`config.mk`:
```
export PLATFORM = sky130hd
export DESIGN_NAME = comparator
export DESIGN_NICKNAME = d
export VERILOG_FILES = /design/src/rtl/comparator.sv
export SDC_FILE = /design/constraint.sdc
export NUM_CORES = 1
export LEC_CHECK = 0
export ABC_AREA = 1
export BUFFER_PORTS_ARGS = -buffer_cell sky130_fd_sc_hd__buf_2
export CAP_MARGIN = 20
export CELL_PAD_IN_SITES_DETAIL_PLACEMENT = 0
export CELL_PAD_IN_SITES_GLOBAL_PLACEMENT = 1
export CORE_AREA = 2 2 39 41
export CTS_BUF_LIST = sky130_fd_sc_hd__clkbuf_2 sky130_fd_sc_hd__clkbuf_4 sky130_fd_sc_hd__clkbuf_8
export DETAILED_ROUTE_END_ITERATION = 7
export DIE_AREA = 0 0 41 43
export PLACE_DENSITY_LB_ADDON = 0.1
export RECOVER_POWER = 100
export SYNTH_ARGS = -nofsm -noshare
export SYNTH_HDL_FRONTEND = slang
export SYNTH_SLANG_ARGS = --single-unit
export TNS_END_PERCENT = 1
```
`constraint.sdc`:
```
create_clock -name clk -period 1 [get_ports clk]
set_clock_uncertainty 0.1 [all_clocks]
set_input_delay 0.05 -clock clk [delete_from_list [all_inputs] [get_ports clk]]
set_output_delay 0.05 -clock clk [all_outputs]
set_load 0.05 [all_outputs]
```
`src/rtl/comparator.sv`:
```
// Branch-condition evaluator: tests the ALU status flags against a condition code.
// Produces a registered branch-taken strobe, gated by the control unit's branch enable.
module comparator (
    input  logic       clk,
    input  logic       reset,
    input  logic [3:0] condicao,
    input  logic [5:0] flags,
    input  logic       control,
    output logic       salto
);

    logic w_cond_true;
    logic w_flag_xor;
    logic w_taken;
    logic r_salto;

    assign w_flag_xor = flags[2] ^ flags[3];

    // Unknown codes fall to "not taken", so X/Z on condicao never asserts salto.
    always_comb begin
        w_cond_true = 1'b0;
        case (condicao)
            4'b0000: w_cond_true = flags[0];
            4'b0001: w_cond_true = flags[1];
            4'b0010: w_cond_true = flags[2];
            4'b0011: w_cond_true = flags[3];
            4'b0100: w_cond_true = flags[4];
            4'b0101: w_cond_true = flags[5];
            4'b0110: w_cond_true = 1'b1;
            4'b0111: w_cond_true = 1'b0;
            4'b1000: w_cond_true = ~flags[0];
            4'b1001: w_cond_true = ~flags[1];
            4'b1010: w_cond_true = ~flags[2];
            4'b1011: w_cond_true = ~flags[3];
            4'b1100: w_cond_true = ~flags[4];
            4'b1101: w_cond_true = ~flags[5];
            4'b1110: w_cond_true = w_flag_xor;
            4'b1111: w_cond_true = flags[0] | w_flag_xor;
            default: w_cond_true = 1'b0;
        endcase
    end

    assign w_taken = control & w_cond_true;

    always_ff @(posedge clk) begin
        if (reset) begin
            r_salto <= 1'b0;
        end else begin
            r_salto <= w_taken;
        end
    end

    assign salto = r_salto;

endmodule

```
After elaboration in Yosys (flattened, before gate mapping)
Index checks and enable logic that the tools add are counted.

Bitwise operators: 9. Multiplexer cells: 1. Equality and inequality tests: 15. Reductions and logical operators: 1.

Operator list (number): 4-bit equality test, second input constant (8); 4-bit by 3-bit equality test with 1-bit output, second input constant (4); 1-bit case mux with 16 select lines (1); 4-bit by 2-bit equality test with 1-bit output, second input constant (2); 1-bit inverter (6); 4-bit by 1-bit equality test with 1-bit output, second input constant (1); 4-bit logical NOT (1); 1-bit bitwise AND (1); 1-bit bitwise OR (1); 1-bit XOR (1).

Flip-flop bits (word level): 1. Logic and storage cells: 27. Input bits: 13. Output and inout port bits: 1.

Depth between registers and ports, before layout
Depth after elaboration: 4. Mapped depth: 8. Gate-level depth less buffers: 8.

Worst setup path after synthesis
Ideal clock, no wire load.

Path kind: input port to flip-flop. From: input port condicao[2]. To: register r_salto (netlist: salto). Path slack: 0.206 ns. Buffers on the path: 0. Required time: 0.786 ns. Stages: 8. Setup time: 0.114 ns. Arrival time: 0.581 ns. Cell sequence: inv_1 -> nand2_1 -> nor2_1 -> nand2_1 -> nand2_1 -> inv_1 -> a21oi_1 -> nor2_1.

Cells in the longest elaborated chain, start to end: 3. Elaborated cells on any way between the ends: 18. Classes of those cells: 15 x eq/ne; 1 x mux; 1 x bitwise; 1 x reduce/logical.

RTL lines: from (decl) (RTL line 6) `input logic [3:0] condicao,`; 4-bit equality test, or another cell as far along (RTL line 22) `case (condicao)`; 1-bit case mux with 16 select lines (*) (RTL line 22); 1-bit bitwise AND (*) (RTL line 43) `assign w_taken = control & w_cond_true;`; to (signal assigned) (RTL line 49) `r_salto <= w_taken;`; to (decl) (RTL line 15) `logic r_salto;`.

Every way passes the cells marked *; elsewhere a longest branch is shown, timed or not. A chain may end at the register's enable or synchronous reset.

Worst setup path in the final report
Ends and elaborated chain as after synthesis.

==> results.ini <==
[layout]
syn_to_final_growth_pct=59.90
nets=78
instances_no_fill=79
largest_reg_flops=1
drive_gt1_share_pct=46.03
fin_area_um2=384.1
antennaDiodeCount=0

[yosys]
synth_common_cells=nand2_1 (17), inv_1 (9), nor2_1 (6)
ys.flop_type=dfxtp_1
synthMostInstantiatedCell=nand2_1
syn-cell-area_um2=240.2
synth_fp_nets=62
synth_top_area_share_pct=26.56
synth_cell_types=14
yosysSeqAreaShare_pct=8.333
synthCells=49
avgSynthCellArea_um2=4.903
yosys.area.top_type=nand2_1
async_reset_ff_share_pct=0
synth-edff-count=0
synth-seq-cells=1
synthTopCellsByArea=nand2_1 (27%), inv_1 (14%), nor2_1 (9.4%), dfxtp_1 (8.3%), bufinv_8 (7.3%)
yosysWarningCount=0

[floorplan]
core-area_mm2=0.001384
chipWidth_um=41
die_height_um=43
ios=14
die_area_mm2=0.001763
rows=14
start_util_pct=17.36

[routing]
via_per_inst=3.734
drt_iter0_drc=0
finalWirelength_um=591
first_pass_iters=1
vias=295
post_drt_wl_per_cell_um=7.481
drc=0
ant_nets=0

[setup_path]
start_kind=input pin
critical_path_class=in2reg
cp-end-kind=flip-flop
crit_start=condicao[2]
crit_required_ns=0.78
worstPathArrival_ns=0.72
cp_max_fo=6

[power_and_ir_drop]
switchingPower_mw=0.07743
comb_power_share_pct=76.6
leakage_nw=0.2247
intPower_mw=0.1099
switching_share_pct=41.34
ir_worst_vdd_v=0.0001091
clockPowerShare_pct=0
power.density_mw_per_mm2=487.6
fin_total_pwr_mw=0.1873
seqPwrFrac_pct=23.4

[sta]
min_period_ns=0.9321
timing.final.crit_share_pct=93.21
tightestPinTransition_ns=0.2728
fmax_mhz=1073
relSlewSlack_pct=81.89
setup_viol=0
slew_violations=0
hold_viol=0
setup_slack_ns=0.06786

[grt]
grt_pass1_wl_um=1007
grt_antenna_before_repair=0
grt_max_degree=7
overflow=0
grt_use_total_pct=7.692
grt_pass1_vias=261

[job]
maxCapViolCount=0

[placed_design]
place_congestion=0.7033
port_buffers=13
dp_slack_ns=-0.03626
place_hpwl_um=498.6
dpl.cell_count=79
post_dp_cell_area_um2=332.8

[cts]
post-cts-setup-buffers=0
path_clk_slew_ns=0
hold_buffers=0

[status]
run_status=complete, no violations

[min_path]
min_path_type=in2reg
hp-start=reset

-- final timing paths --
kind                     to  slack [ns]  cells past startpoint
worst max-delay path  salto        0.07                      9
worst min-delay path  salto        0.22                      4
-- layout make-up --
type | count | area, µm²
Fill cell | 178 | 999.7
Multi-Input combinational cell | 35 | 178.9
Timing Repair Buffer | 14 | 90.09
Inverter | 13 | 75.07
Sequential cell | 1 | 20.02
Tap cell | 16 | 20.02
-- power groups by stage --
stage               sequential (mW)  combinational (mW)  clock (mW)
floorplan                    0.0533              0.0639           0
global placement             0.0437               0.122           0
global route                 0.0440               0.163           0
CTS                          0.0439               0.121           0
detailed placement           0.0438               0.120           0
finish                       0.0439               0.143           0
-- cell usage in the layout (no fill, tap or decap) --
cell type  Yosys  layout
inv_6          0       2
dfxtp_1        1       1
clkinv_1       1       1
buf_6          0       2
nand2_4        0       1
nor2_4         1       1
nand2_2        1       4
inv_4          0       1
nor2_2         2       3
nand2_1       17      13
clkbuf_2       0       1
nor2_1         6       5
o21ai_0        2       1
inv_2          2       1
a21oi_1        2       2
buf_2          0       8
inv_1          9       7
o21ai_2        0       1
nand4_1        1       1
bufinv_8       1       1
nand3_1        3       3
buf_4          0       3
-- layer usage --
| layer | routed length (µm) | GRT usage [%] | vias up |
|---|---|---|---|
| met5 | 0 | 0 | - |
| met4 | 0 | 0 | 0 |
| met3 | 39 | 0 | 0 |
| met2 | 278 | 12.19 | 6 |
| met1 | 274 | 12.03 | 116 |
| li1 | - | - | 173 |
-- repair_timing --
item,4_1_cts,5_1_grt
pin swaps,0,6
resized for setup,1,20
endpoints found under the setup margin,1,1
hold endpoints to repair,0,0
-- metrics by stage --
stage | setup TNS [ns] | util (%) | hold WS, ns
3_5_place_dp | -0.03626 | 24.05 | 0.2265
2_1_floorplan | 0 | - | 0.09687
3_3_place_gp | -0.04585 | 24.05 | 0.2300
4_1_cts | 0 | 24.05 | 0.2279
6_report | 0 | 27.76 | 0.2174
5_1_grt | -0.009277 | 27.76 | 0.2519
-- cell families after synthesis --
group                  Yosys count  share of synthesized area, %
AND/OR/NAND/NOR                 31                         57.29
buffers and inverters           13                         26.04
AO/OA/AOI/OAI                    4                         8.334
flip-flops                       1                         8.334
-- worst max-delay path, stage by stage --
cell     delay, ns
buf_4         0.13
inv_6         0.07
nand2_4       0.05
nor2_2        0.09
nand2_1       0.06
nand2_1       0.06
inv_1         0.04
a21oi_1       0.11
nor2_1        0.06
No activity file was read; power rests on OpenSTA's default activity.
